<file path="src/rtl/usb_warmboot_seq.sv">
// usb_warmboot_seq
//
// This block sequences USB attach at power-up. It also performs a clean
// detach-then-reconfigure when the bootloader core asks to boot another image.
//
// The D+ pull-up stays off until the board has settled. On a boot request,
// the block does the following in order:
//   - drops the pull-up and inhibits transmit for long enough that the host
//     sees a disconnect;
//   - presents the captured image index on the SB_WARMBOOT select pins;
//   - raises BOOT and holds it until the FPGA reconfigures.
//
// Parameters:
//   ATTACH_CYCLES  cycles from reset release to pull-up enable (>= 1)
//   DETACH_CYCLES  cycles the pull-up is held off before image select (>= 1)
//   SETTLE_CYCLES  cycles image select is stable before BOOT rises (>= 1)
//
// Ports:
//   clk_48mhz       in   sole clock, rising edge
//   reset           in   asynchronous active-high reset
//   boot_req        in   boot request, level-sampled
//   boot_image[1:0] in   warmboot image index, captured with boot_req
//   usb_pu          out  D+ pull-up enable
//   usb_tx_inhibit  out  forces the USB tristates to input
//   wb_s1, wb_s0    out  SB_WARMBOOT image select
//   wb_boot         out  SB_WARMBOOT BOOT
//   busy            out  high from request capture onward
//
// Build option:
//   WARMBOOT_REQ_SYNC_EN  When defined, boot_req and boot_image pass through
//                         a 2-flop synchronizer. Request latency becomes
//                         3 cycles.
//
// All outputs are registered. They are computed from the next state, so
// every output changes on the same edge as the state transition that
// implies it.

module usb_warmboot_seq #(
  parameter int ATTACH_CYCLES = 48000,
  parameter int DETACH_CYCLES = 480000,
  parameter int SETTLE_CYCLES = 48
) (
  input  logic       clk_48mhz,
  input  logic       reset,
  input  logic       boot_req,
  input  logic [1:0] boot_image,
  output logic       usb_pu,
  output logic       usb_tx_inhibit,
  output logic       wb_s1,
  output logic       wb_s0,
  output logic       wb_boot,
  output logic       busy
);

  localparam int MAX_AD     = (ATTACH_CYCLES > DETACH_CYCLES) ? ATTACH_CYCLES : DETACH_CYCLES;
  localparam int MAX_CYCLES = (MAX_AD > SETTLE_CYCLES) ? MAX_AD : SETTLE_CYCLES;
  localparam int CW         = $clog2(MAX_CYCLES) + 1;

  typedef logic [CW-1:0] cnt_t;

  localparam cnt_t ATTACH_LOAD = cnt_t'(ATTACH_CYCLES - 1);
  localparam cnt_t DETACH_LOAD = cnt_t'(DETACH_CYCLES - 1);
  localparam cnt_t SETTLE_LOAD = cnt_t'(SETTLE_CYCLES - 1);

  typedef enum logic [2:0] {
    ST_ATTACH_WAIT = 3'd0,
    ST_ATTACHED    = 3'd1,
    ST_DETACH      = 3'd2,
    ST_SETTLE      = 3'd3,
    ST_BOOT        = 3'd4
  } state_t;

  state_t     state, next_state;
  cnt_t       cnt, cnt_next;
  logic [1:0] image, image_next;
  logic       req;
  logic [1:0] req_image;
  logic       pu_next, inh_next, boot_next, busy_next;
  logic [1:0] sel_next;

`ifdef WARMBOOT_REQ_SYNC_EN
  // Two-stage synchronizer for sources that are asynchronous to clk_48mhz.
  // The image bits travel alongside the request. A request therefore always
  // sees the image that was presented with it.
  logic [1:0] req_sync;
  logic [1:0] img_sync0, img_sync1;

  always_ff @(posedge clk_48mhz or posedge reset) begin
    if (reset) begin
      req_sync  <= 2'b00;
      img_sync0 <= 2'b00;
      img_sync1 <= 2'b00;
    end else begin
      req_sync  <= {req_sync[0], boot_req};
      img_sync0 <= boot_image;
      img_sync1 <= img_sync0;
    end
  end

  assign req       = req_sync[1];
  assign req_image = img_sync1;
`else
  assign req       = boot_req;
  assign req_image = boot_image;
`endif

  // Next-state logic.
  // A request in ATTACH_WAIT wins over counter expiry in the same cycle.
  // BOOT has no exit; only reset leaves it.
  always_comb begin
    next_state = state;
    case (state)
      ST_ATTACH_WAIT: begin
        if (req)
          next_state = ST_DETACH;
        else if (cnt == '0)
          next_state = ST_ATTACHED;
      end
      ST_ATTACHED: begin
        if (req)
          next_state = ST_DETACH;
      end
      ST_DETACH: begin
        if (cnt == '0)
          next_state = ST_SETTLE;
      end
      ST_SETTLE: begin
        if (cnt == '0)
          next_state = ST_BOOT;
      end
      ST_BOOT: begin
        next_state = ST_BOOT;
      end
      default: begin
        next_state = ST_ATTACH_WAIT;
      end
    endcase
  end

  // Shared down-counter.
  // It is loaded with N-1 on entry to a timed state. The state is left on
  // the cycle the counter reads zero, so each timed state lasts exactly
  // N cycles. The image is captured only on the edge that leaves an idle
  // state for DETACH. After that edge it is frozen until reset.
  always_comb begin
    cnt_next   = cnt;
    image_next = image;
    if (next_state != state) begin
      case (next_state)
        ST_ATTACH_WAIT: cnt_next = ATTACH_LOAD;
        ST_DETACH:      cnt_next = DETACH_LOAD;
        ST_SETTLE:      cnt_next = SETTLE_LOAD;
        default:        cnt_next = '0;
      endcase
    end else if (cnt != '0) begin
      cnt_next = cnt - cnt_t'(1);
    end
    if (next_state == ST_DETACH &&
        (state == ST_ATTACH_WAIT || state == ST_ATTACHED))
      image_next = req_image;
  end

  // Output decode from the next state, so that the output flops line up
  // with the state register.
  always_comb begin
    pu_next   = (next_state == ST_ATTACHED);
    inh_next  = (next_state != ST_ATTACHED);
    busy_next = (next_state == ST_DETACH) || (next_state == ST_SETTLE) ||
                (next_state == ST_BOOT);
    sel_next  = 2'b00;
    if (next_state == ST_SETTLE || next_state == ST_BOOT)
      sel_next = image_next;
    boot_next = (next_state == ST_BOOT);
  end

  // State, counter, image and output registers.
  // Reset drops any pending request and restarts the attach delay.
  always_ff @(posedge clk_48mhz or posedge reset) begin
    if (reset) begin
      state          <= ST_ATTACH_WAIT;
      cnt            <= ATTACH_LOAD;
      image          <= 2'b00;
      usb_pu         <= 1'b0;
      usb_tx_inhibit <= 1'b1;
      wb_s1          <= 1'b0;
      wb_s0          <= 1'b0;
      wb_boot        <= 1'b0;
      busy           <= 1'b0;
    end else begin
      state          <= next_state;
      cnt            <= cnt_next;
      image          <= image_next;
      usb_pu         <= pu_next;
      usb_tx_inhibit <= inh_next;
      wb_s1          <= sel_next[1];
      wb_s0          <= sel_next[0];
      wb_boot        <= boot_next;
      busy           <= busy_next;
    end
  end

endmodule

</file>
<file path="config.mk">
export PLATFORM = sky130hd
export DESIGN_NAME = usb_warmboot_seq
export DESIGN_NICKNAME = d
export VERILOG_FILES = /design/src/rtl/usb_warmboot_seq.sv
export SDC_FILE = /design/constraint.sdc
export NUM_CORES = 1
export LEC_CHECK = 0
export BUFFER_PORTS_ARGS = -buffer_cell sky130_fd_sc_hd__buf_4
export CAP_MARGIN = 10
export CORE_AREA = 3 3 56 58
export CTS_BUF_LIST = sky130_fd_sc_hd__clkbuf_16
export DETAILED_ROUTE_END_ITERATION = 8
export DIE_AREA = 0 0 59 61
export PLACE_DENSITY = 0.78
export SYNTH_ARGS = -nofsm -noshare
export SYNTH_HDL_FRONTEND = slang
export SYNTH_SLANG_ARGS = --single-unit
</file>
<file path="constraint.sdc">
create_clock -name clk_48mhz -period 3.4 [get_ports clk_48mhz]
set_clock_uncertainty 0.15 [all_clocks]
set_input_delay 0.85 -clock clk_48mhz [delete_from_list [all_inputs] [get_ports clk_48mhz]]
set_output_delay 0.85 -clock clk_48mhz [all_outputs]
set_load 0.005 [all_outputs]
</file>
==> results of run 1 <==
[per-stage QoR]
stage | instances | hold WS [ns]
3_5_place_dp | 199 | 0.3365
4_1_cts | 207 | 0.3476
6_report | 207 | 0.3432
2_1_floorplan | 164 | 0.3013
3_3_place_gp | 199 | 0.3163
5_1_grt | 207 | 0.3711
[worst max-delay path, stage by stage, from the launching register on]
cell,delay (ns)
dfstp_2,0.38
inv_1,0.08
ha_1,0.21
nor3b_1,0.47
and2_2,0.36
nand2_1,0.17
nor2_1,0.72
a22oi_1,0.22
[registers in the layout, indices dropped and copies added (netlist names)]
name,cells
cnt,20
state,3
image,2
busy,1
usb_pu,1
usb_tx_inhibit,1
wb_boot,1
wb_s0,1
wb_s1,1
[routing by layer]
metal | routed length (um) | GRT usage, % | vias to the layer above | part of all wire [%]
li1 | - | - | 607 | -
met1 | 1515 | 24.42 | 623 | 43
met2 | 1793 | 38.64 | 39 | 50
met3 | 153 | 7.234 | 14 | 4.3
met4 | 91 | 11.97 | 0 | 2.6
met5 | 0 | 0 | - | 0
[cells by family (layout without fill, tap and decap cells)]
family / Yosys count / after routing / synth area share [%]
adder cells (fa/ha/maj): 1 / 1 / 0.7330
AO/OA/AOI/OAI: 35 / 35 / 14.00
AND/OR/NAND/NOR: 68 / 68 / 25.81
multiplexers: 2 / 2 / 1.246
XOR/XNOR: 15 / 15 / 7.698
buffers and inverters: 12 / 24 / 4.032
flip-flops: 31 / 31 / 46.48
[cell usage after synthesis (all sizes together) (4+ instances only)]
cell / number / area share, %
a21oi: 7 / 2.1
and2: 4 / 1.5
buf: 4 / 2.3
dfrtp: 17 / 25
dfstp: 14 / 22
inv: 5 / 1.1
nand2: 8 / 1.8
nand2b: 4 / 1.5
nand3: 4 / 1.2
nor2: 17 / 3.7
nor4: 4 / 3.6
o211a: 5 / 2.9
o21ai: 9 / 2.6
xnor2: 4 / 2.1
xor2: 11 / 5.6
[power by group]
group / internal (mW) / switching [mW]
clock: 0.262 / 0.143
combinational: 0.115 / 0.109
sequential: 0.477 / 0.0989
total: 0.854 / 0.350
[layout make-up]
cell class,count,area (um2)
Clock inverter,3,11.26
Sequential cell,31,793.3
Timing Repair Buffer,11,82.58
Inverter,5,18.77
Clock buffer,5,125.1
Fill cell,202,795.8
Multi-Input combinational cell,121,844.6
Tap cell,31,38.79
[worst max path at each step]
stage	start	endpoint	cells after the start
global route	cnt[0]	cnt[0]	7
global placement	cnt[0]	cnt[0]	7
CTS	cnt[0]	cnt[0]	7
floorplan	cnt[0]	cnt[19]	8
finish	cnt[0]	cnt[0]	7
detailed placement	cnt[0]	cnt[0]	7
==> metrics.csv, run 1 <==
stage,metric,value,unit
pwr,p_total,1.204,mW
logic_synthesis,postSynthCellCount,164,
logic_synthesis,syn_nets,170,
cts,path_clk_slew,0.05,ns
pwr,p_leak,0.8206,nW
cts,h-tree-depth,2,
final_layout,final_cell_mix,"17 x nor2_1, 17 x dfrtp_1, 14 x dfstp_2, 11 x xor2_1, 11 x buf_4",
global_routing,grt_usage,22.34,%
cts,cts.sinks,31,
cts,cts-hold-fix-buffers,0,
global_routing,grt_pass1_vias,1282,
placed_design,dpl.hpwl,2496,um
floorplan,dieArea,3599,um2
routing,via_count,1283,
cts,cts_tree,yes,
timing,tightest_slew,0.9249,ns
logic_synthesis,synth-async-reset-ratio,100.0,%
job,drv_cap,0,
floorplan,die_h,61,um
logic_synthesis,ys_warn_count,0,
global_routing,grt_first_pass_wirelength,5809,um
timing,maxSlewViolCount,0,
min_path,worstHoldEndpoint,image[1],
global_routing,gr-total-overflow,0,
pwr,peakVddDrop,0.6110,mV
pwr,cellPowerDensity,629.0,nW/um2
status,status,"complete, no violations",
global_routing,grt_max_degree,26,
global_routing,antenna_found_initial,0,
critical_path,critical_path_arrival,2.87,ns
critical_path,startpoint_type,flip-flop,
min_path,hp-class,reg2reg,
routing,via_per_inst,6.198,
logic_synthesis,synth_area,1707,um2
routing,drc,0,
routing,drt-wirelength-per-cell,17.16,um
critical_path,reg2reg_slack,0.53,ns
placed_design,place_area,1778,um2
timing,finalSetupViolCount,0,
timing,period_share,84.27,%
cts,numCtsBuffers,5,
placed_design,port_buffers,10,
routing,wirelength,3553,um
critical_path,required,3.41,ns
timing,rsz0062_at_grt,no,
floorplan,dieWidth,59,um
timing,max_freq,349.0,MHz
critical_path,worstSetupPathType,reg2reg,
routing,drtAntennaViolNets,0,
critical_path,cp-end-kind,flip-flop,
floorplan,core_region_area,2710,um2
min_path,hold_depth,1,
logic_synthesis,synth.avg_cell_area,10.41,um2
final_layout,layout-drive-gt1-share,25.57,%
timing,hold_violations,0,
timing,post-route-min-period,2.865,ns
floorplan,io_pins,11,
logic_synthesis,ys_seq_elements,31,
cts,worstSkewPairLatency,0.28,ns
critical_path,reg2reg_to,cnt[0],
final_layout,utilization,70.64,%
critical_path,worstPathMaxFanout,13,
cts,root_buffer,clkbuf_16,
floorplan,initial_core_util,62.97,%
logic_synthesis,ys_types,51,
critical_path,rr_worst_depth,7,
cts,postCtsSetupRepairBufs,0,
logic_synthesis,yosysSeqAreaShare,46.48,%
timing,finalSetupTns,0,ns
final_layout,area_growth,12.17,%
cts,clockBufferDepth,2,
timing,relSlewSlack,38.27,%
logic_synthesis,synth_ff_type,dfrtp_1,
final_layout,stdcell_area,1914,um2
placed_design,pre_cts_slack,0.6307,ns
min_path,worstHoldStart,image[1],
routing,dr.pass1.iters,4,
routing,drt_iter0_drc,54,
floorplan,rows,19,
timing,setup_slack,0.5347,ns
critical_path,reg2reg_from,cnt[0],
cts,cts.repair.resized,0,
final_layout,nets,181,
final_layout,antenna_cells,0,
placed_design,gp_congestion,0.8770,
logic_synthesis,synth_edf_count,0,
(Power assumes the default switching activity.)
==> run 2: changes to the inputs <==
--- a/config.mk
+++ b/config.mk
@@ -7,11 +7,11 @@
 export LEC_CHECK = 0
 export BUFFER_PORTS_ARGS = -buffer_cell sky130_fd_sc_hd__buf_4
 export CAP_MARGIN = 10
-export CORE_AREA = 3 3 56 58
+export CORE_AREA = 3 3 61 63
 export CTS_BUF_LIST = sky130_fd_sc_hd__clkbuf_16
 export DETAILED_ROUTE_END_ITERATION = 8
-export DIE_AREA = 0 0 59 61
-export PLACE_DENSITY = 0.78
+export DIE_AREA = 0 0 64 66
+export PLACE_DENSITY = 0.69
 export SYNTH_ARGS = -nofsm -noshare
 export SYNTH_HDL_FRONTEND = slang
 export SYNTH_SLANG_ARGS = --single-unit
==> constraint.sdc (replaced) <==
create_clock -name clk_48mhz -period 2.4 [get_ports clk_48mhz]
set_clock_uncertainty 0.15 [all_clocks]
set_input_delay 0.6 -clock clk_48mhz [delete_from_list [all_inputs] [get_ports clk_48mhz]]
set_output_delay 0.6 -clock clk_48mhz [all_outputs]
set_load 0.005 [all_outputs]
==> run 2 against run 1 <==
Compared with the run above: critical path depth unchanged; core utilization down 8.9 points; wire length down 5.1%; non-clock buffer count up 4; power up 62%; setup slack worse by 0.42 ns; global-route usage down 3.6 points; via count down 0.70%; sequential share of layout area down 2.3 points; sequential power up 41%; die area up 17%; critical path type unchanged.
==> metrics.csv, run 2 (synthesized netlist as in run 1, its figures left out) <==
stage,metric,value,unit,change
global_routing,antenna_found_initial,0,,unchanged
placed_design,port_buffers,10,,unchanged
cts,numCtsBuffers,5,,unchanged
timing,rsz0062_at_grt,no,,unchanged
global_routing,grt_max_degree,32,,was 26
timing,setup_slack,0.1155,ns,was 0.5347 ns
global_routing,grt_pass1_vias,1308,,was 1282
final_layout,largest-register,cnt,,unchanged
cts,cts_tree,yes,,unchanged
routing,drt_iter0_drc,66,,was 54
final_layout,area_growth,18.84,%,was 12.17%
timing,hold_violations,0,,unchanged
cts,worstSkewPairLatency,0.28,ns,about the same
critical_path,reg2reg_slack,0.12,ns,was 0.53 ns
floorplan,dieWidth,64,um,was 59 um
routing,via_per_inst,5.637,,was 6.198
routing,via_count,1274,,was 1283
pwr,p_leak,0.8580,nW,was 0.8206 nW
critical_path,startpoint_type,flip-flop,,unchanged
routing,wirelength,3372,um,was 3553 um
final_layout,nets,185,,was 181
routing,drtAntennaViolNets,0,,unchanged
timing,period_share,95.19,%,was 84.27%
final_layout,final_cell_mix,"17 x nor2_1, 17 x dfrtp_1, 15 x buf_4, 14 x dfstp_2, 11 x xor2_1",,"was 17 x nor2_1, 17 x dfrtp_1, 14 x dfstp_2, 11 x xor2_1, 11 x buf_4"
cts,path_clk_slew,0.05,ns,about the same
job,drv_cap,0,,unchanged
global_routing,grt_usage,18.71,%,was 22.34%
critical_path,worstSetupPathType,reg2reg,,unchanged
critical_path,startpoint,cnt[0],,unchanged
floorplan,initial_core_util,51.96,%,was 62.97%
final_layout,layout-drive-gt1-share,28.89,%,was 25.57%
cts,h-tree-depth,2,,unchanged
routing,drc,0,,unchanged
final_layout,multi_input_area,853.3,um2,was 844.6 um2
floorplan,core_region_area,3284,um2,was 2710 um2
critical_path,worstPathMaxFanout,15,,was 13
routing,dr.pass1.iters,4,,unchanged
timing,relSlewSlack,50.90,%,was 38.27%
timing,finalSetupTns,0,ns,unchanged
routing,drt-wirelength-per-cell,14.92,um,was 17.16 um
placed_design,gp_congestion,0.7594,,was 0.8770
final_layout,stdcell_area,2028,um2,was 1914 um2
final_layout,largest_reg_flops,20,,unchanged
pwr,peakVddDrop,0.4874,mV,was 0.6110 mV
timing,post-route-min-period,2.284,ns,was 2.865 ns
final_layout,seq_area,793.3,um2,unchanged
final_layout,fillCellCount,300,,was 202
critical_path,critical_path_arrival,2.32,ns,was 2.87 ns
timing,tightest_slew,0.7287,ns,was 0.9249 ns
timing,whs,0.2461,ns,was 0.3432 ns
floorplan,die_h,66,um,was 61 um
critical_path,cp-end-kind,flip-flop,,unchanged
global_routing,gr-total-overflow,0,,unchanged
pwr,cellPowerDensity,959.0,nW/um2,was 629.0 nW/um2
status,status,"complete, no violations",,unchanged
placed_design,pre_cts_slack,0.09264,ns,was 0.6307 ns
floorplan,dieArea,4224,um2,was 3599 um2
floorplan,rows,21,,was 19
min_path,hp-class,in2async,,was reg2reg
placed_design,place_area,1827,um2,was 1778 um2
final_layout,utilization,61.75,%,was 70.64%
final_layout,reg_top3,"cnt (20), state (3), image (2)",,unchanged
timing,maxSlewViolCount,0,,unchanged
critical_path,reg2reg_from,cnt[0],,unchanged
cts,root_buffer,clkbuf_16,,unchanged
timing,finalSetupViolCount,0,,unchanged
critical_path,required,2.44,ns,was 3.41 ns
global_routing,grt_first_pass_wirelength,6016,um,was 5809 um
timing,max_freq,437.7,MHz,was 349.0 MHz
cts,clockBufferDepth,2,,unchanged
final_layout,antenna_cells,0,,unchanged
floorplan,io_pins,11,,unchanged
placed_design,dpl.hpwl,2386,um,was 2496 um
cts,cts.sinks,31,,unchanged
run 2: cell types whose count changed in the layout (fill, tap and decap cells not counted), sizes merged:
cell	delta
bufinv	+2
buf	+4
inv	-3
clkinvlp	+1
run 2: path summary, 6_finish.rpt:
kind | endpoint | cells past startpoint
min in group clk_48mhz | image[0] | 2
max in group asynchronous | cnt[9] | 3
min | wb_boot | 3
min reg2reg | image[0] | 2
max reg2reg | cnt[1] | 7
max | cnt[1] | 7
run 2: critical path: stages (launching register included):
cell and delay (ns):
dfstp_2 0.56, inv_1 0.06, ha_1 0.21, nor3b_1 0.15, and2_2 0.26, a31o_4 0.30
or2_2 0.28, a22oi_1 0.21
run 2: cell type report:
type,count,area share [%]
Clock buffer,5,6.169
Clock inverter,3,3.331
Inverter,5,0.9254
Multi-Input combinational cell,121,42.07
Sequential cell,31,39.11
Tap cell,46,2.838
Timing Repair Buffer,15,5.552
run 2: where the power goes:
| group | internal (mW) | switching (mW) |
|---|---|---|
| Sequential | 0.675 | 0.135 |
| Combinational | 0.172 | 0.147 |
| Clock | 0.594 | 0.223 |
run 2: stage by stage:
stage                     total power [mW]  std cells
after floorplan                      1.040        164
after detailed placement             1.131        218
after global routing                 2.050        226
final                                1.945        226
after CTS                            1.960        226
after global placement               1.115        218
run 2: metal layers:
metal / global-route usage, % / up-vias / wire [um]
met5: 0 / - / 0
met4: 8.895 / 0 / 67
met3: 5.612 / 9 / 158
met2: 31.23 / 30 / 1637
met1: 21.97 / 623 / 1509
li1: - / 612 / -
run 2: what timing repair did:
item	in CTS	in global routing
hold buffers	0	0
gates resized for setup	0	1
endpoints found under the setup margin	0	1
hold endpoints to repair	0	0
setup buffers	0	0
==> run 3: changes to the inputs <==
--- a/config.mk
+++ b/config.mk
@@ -5,7 +5,7 @@
 export SDC_FILE = /design/constraint.sdc
 export NUM_CORES = 1
 export LEC_CHECK = 0
-export BUFFER_PORTS_ARGS = -buffer_cell sky130_fd_sc_hd__buf_4
+export BUFFER_PORTS_ARGS = -buffer_cell sky130_fd_sc_hd__buf_2
 export CAP_MARGIN = 10
 export CORE_AREA = 3 3 61 63
 export CTS_BUF_LIST = sky130_fd_sc_hd__clkbuf_16
==> run 3 against run 2 <==
Compared with the run above: clock power decreased by 15%; first-iteration DRC count decreased by 39%; cell area shrank 2.5%; fmax decreased by 0.18%; sequential cell count did not move; power fell by 5.6%; wire length increased by 6.1%; worst hold slack improved by 0.0035 ns.
==> metrics.csv, run 3 (synthesized netlist as in run 1, its figures left out) <==
stage,metric,value,unit,change
final_layout,area_growth,15.91,%,was 18.84%
global_routing,use_met1,23.45,%,was 21.97%
critical_path,crit_path_end,cnt[19],,was cnt[1]
routing,dr.pass1.iters,4,,unchanged
final_layout,antenna_cells,0,,unchanged
routing,via_per_inst,5.608,,was 5.637
critical_path,reg2reg_slack,0.11,ns,was 0.12 ns
timing,hold_violations,0,,unchanged
critical_path,reg2reg_from,cnt[0],,unchanged
final_layout,fillCellCount,277,,was 300
status,status,"complete, no violations",,unchanged
timing,finalSetupViolCount,0,,unchanged
final_layout,multi_input_area,849.6,um2,was 853.3 um2
cts,numCtsBuffers,5,,unchanged
critical_path,critical_path_arrival,2.34,ns,was 2.32 ns
critical_path,cp-end-kind,flip-flop,,unchanged
timing,tightest_slew,0.6836,ns,was 0.7287 ns
cts,cts.sinks,31,,unchanged
timing,post-route-min-period,2.289,ns,was 2.284 ns
final_layout,utilization,60.23,%,was 61.75%
final_layout,final_cell_mix,"17 x nor2_1, 17 x dfrtp_1, 14 x dfstp_2, 11 x xor2_1, 10 x buf_2",,"was 17 x nor2_1, 17 x dfrtp_1, 15 x buf_4, 14 x dfstp_2, 11 x xor2_1"
routing,via_count,1273,,was 1274
timing,max_freq,436.9,MHz,was 437.7 MHz
global_routing,grt_max_degree,32,,unchanged
cts,path_clk_slew,0.05,ns,about the same
pwr,combPwrFrac,18.0,%,was 16.4%
pwr,p_leak,0.8451,nW,was 0.8580 nW
min_path,hp-class,in2async,,unchanged
final_layout,seq_area,793.3,um2,unchanged
global_routing,grt_pass1_vias,1320,,was 1308
final_layout,nets,186,,was 185
floorplan,die_h,66,um,unchanged
routing,drtAntennaViolNets,0,,unchanged
pwr,p_clk_share,37.9,%,was 42.0%
critical_path,startpoint,cnt[0],,unchanged
timing,rsz0062_at_grt,no,,unchanged
placed_design,place_area,1809,um2,was 1827 um2
timing,setup_slack,0.1114,ns,was 0.1155 ns
floorplan,dieWidth,64,um,unchanged
timing,relSlewSlack,53.95,%,was 50.90%
cts,worstSkewPairLatency,0.28,ns,about the same
cts,h-tree-depth,2,,unchanged
floorplan,rows,21,,unchanged
pwr,power.switching_fraction,27.51,%,was 25.92%
routing,drc,0,,unchanged
placed_design,dpl.hpwl,2469,um,was 2386 um
cts,postCtsSetupRepairBufs,0,,unchanged
critical_path,required,2.45,ns,was 2.44 ns
global_routing,use_met3,5.782,%,was 5.612%
timing,finalSetupTns,0,ns,unchanged
critical_path,rr_worst_depth,7,,unchanged
cts,root_buffer,clkbuf_16,,unchanged
final_layout,layout-drive-gt1-share,29.28,%,was 28.89%
final_layout,reg_top3,"cnt (20), state (3), image (2)",,unchanged
cts,cts_tree,yes,,unchanged
job,drv_cap,0,,unchanged
global_routing,grt_first_pass_wirelength,6244,um,was 6016 um
pwr,p_switching,505.1,uW,was 504.1 uW
floorplan,initial_core_util,51.96,%,unchanged
final_layout,stdcell_area,1978,um2,was 2028 um2
global_routing,grt_use_met2,33.03,%,was 31.23%
global_routing,top_usage_layer,met2,,unchanged
critical_path,startpoint_type,flip-flop,,unchanged
global_routing,antenna_found_initial,0,,unchanged
timing,period_share,95.36,%,was 95.19%
timing,maxSlewViolCount,0,,unchanged
pwr,cellPowerDensity,928.1,nW/um2,was 959.0 nW/um2
floorplan,dieArea,4224,um2,unchanged
floorplan,io_pins,11,,unchanged
pwr,internal_power,1.331,mW,was 1.441 mW
placed_design,pre_cts_slack,0.1247,ns,was 0.09264 ns
routing,wirelength,3578,um,was 3372 um
cts,cts.repair.resized,1,,was 0
cts,clockBufferDepth,2,,unchanged
placed_design,gp_congestion,0.7557,,was 0.7594
critical_path,worstPathMaxFanout,11,,was 15
final_layout,largest-register,cnt,,unchanged
pwr,peakVddDrop,0.5862,mV,was 0.4874 mV
pwr,seq_power_share,44.1,%,was 41.6%
critical_path,worstSetupPathType,reg2reg,,unchanged
final_layout,largest_reg_flops,20,,unchanged
routing,drt-wirelength-per-cell,15.76,um,was 14.92 um
critical_path,reg2reg_to,cnt[19],,was cnt[1]
routing,drt_iter0_drc,40,,was 66
global_routing,gr-total-overflow,0,,unchanged
placed_design,port_buffers,10,,unchanged
floorplan,core_region_area,3284,um2,unchanged
cts,cts-hold-fix-buffers,0,,unchanged
global_routing,grt_usage,19.84,%,was 18.71%
## run 3: changes by cell type in the layout (fill, tap and decap cells not counted), sizes merged
| cell | previous run | this run |
|---|---|---|
| clkinv | 0 | 2 |
| buf | 15 | 16 |
| bufinv | 2 | 1 |
| clkinvlp | 1 | 0 |
## run 3: worst min-delay path by stage
| stage | endpoint | start | cells after the start | slack (ns) |
|---|---|---|---|---|
| 2_1_floorplan | image[0] | image[0] | 2 | 0.30 |
| 3_3_place_gp | image[0] | image[0] | 2 | 0.31 |
| 3_5_place_dp | image[1] | image[1] | 1 | 0.33 |
| 4_1_cts | wb_boot | reset | 3 | 0.25 |
| 5_1_grt | state[1] | reset | 3 | 0.28 |
| 6_report | cnt[14] | reset | 3 | 0.25 |
## run 3: power by group through the flow
| stage | Sequential, mW | Combinational (mW) | Clock, mW |
|---|---|---|---|
| floorplan | 0.787 | 0.254 | 0 |
| global placement | 0.806 | 0.305 | 0 |
| detailed placement | 0.815 | 0.319 | 0 |
| CTS | 0.809 | 0.331 | 0.713 |
| global route | 0.828 | 0.374 | 0.741 |
| finish | 0.809 | 0.330 | 0.697 |
## run 3: stage by stage
step	power (mW)	cells	hold slack (ns)
floorplan	1.040	164	0.3013
global placement	1.111	219	0.3125
detailed placement	1.134	219	0.3304
CTS	1.853	227	0.2519
global route	1.943	227	0.2753
finish	1.836	227	0.2496
## run 3: critical path: stages, from the launching register on
cell	delay, ns
dfstp_2	0.56
inv_1	0.08
ha_1	0.23
nor3b_1	0.16
and2_4	0.20
and2_1	0.16
or4b_1	0.53
a21oi_2	0.15
## run 3: per-layer routing
| metal | share of wire (%) | up-vias | routed length, um |
|---|---|---|---|
| met4 | 2.2 | 0 | 77 |
| met5 | 0 | - | 0 |
| met3 | 3.0 | 8 | 107 |
| li1 | - | 615 | - |
| met1 | 44 | 629 | 1557 |
| met2 | 51 | 21 | 1836 |
## run 3: final cells by class
type	count	share of cell area, %
Clock buffer	5	6.325
Multi-Input combinational cell	121	42.95
Inverter	5	0.9488
Timing Repair Buffer	16	4.807
Clock inverter	3	1.961
Tap cell	46	2.910
Sequential cell	31	40.10
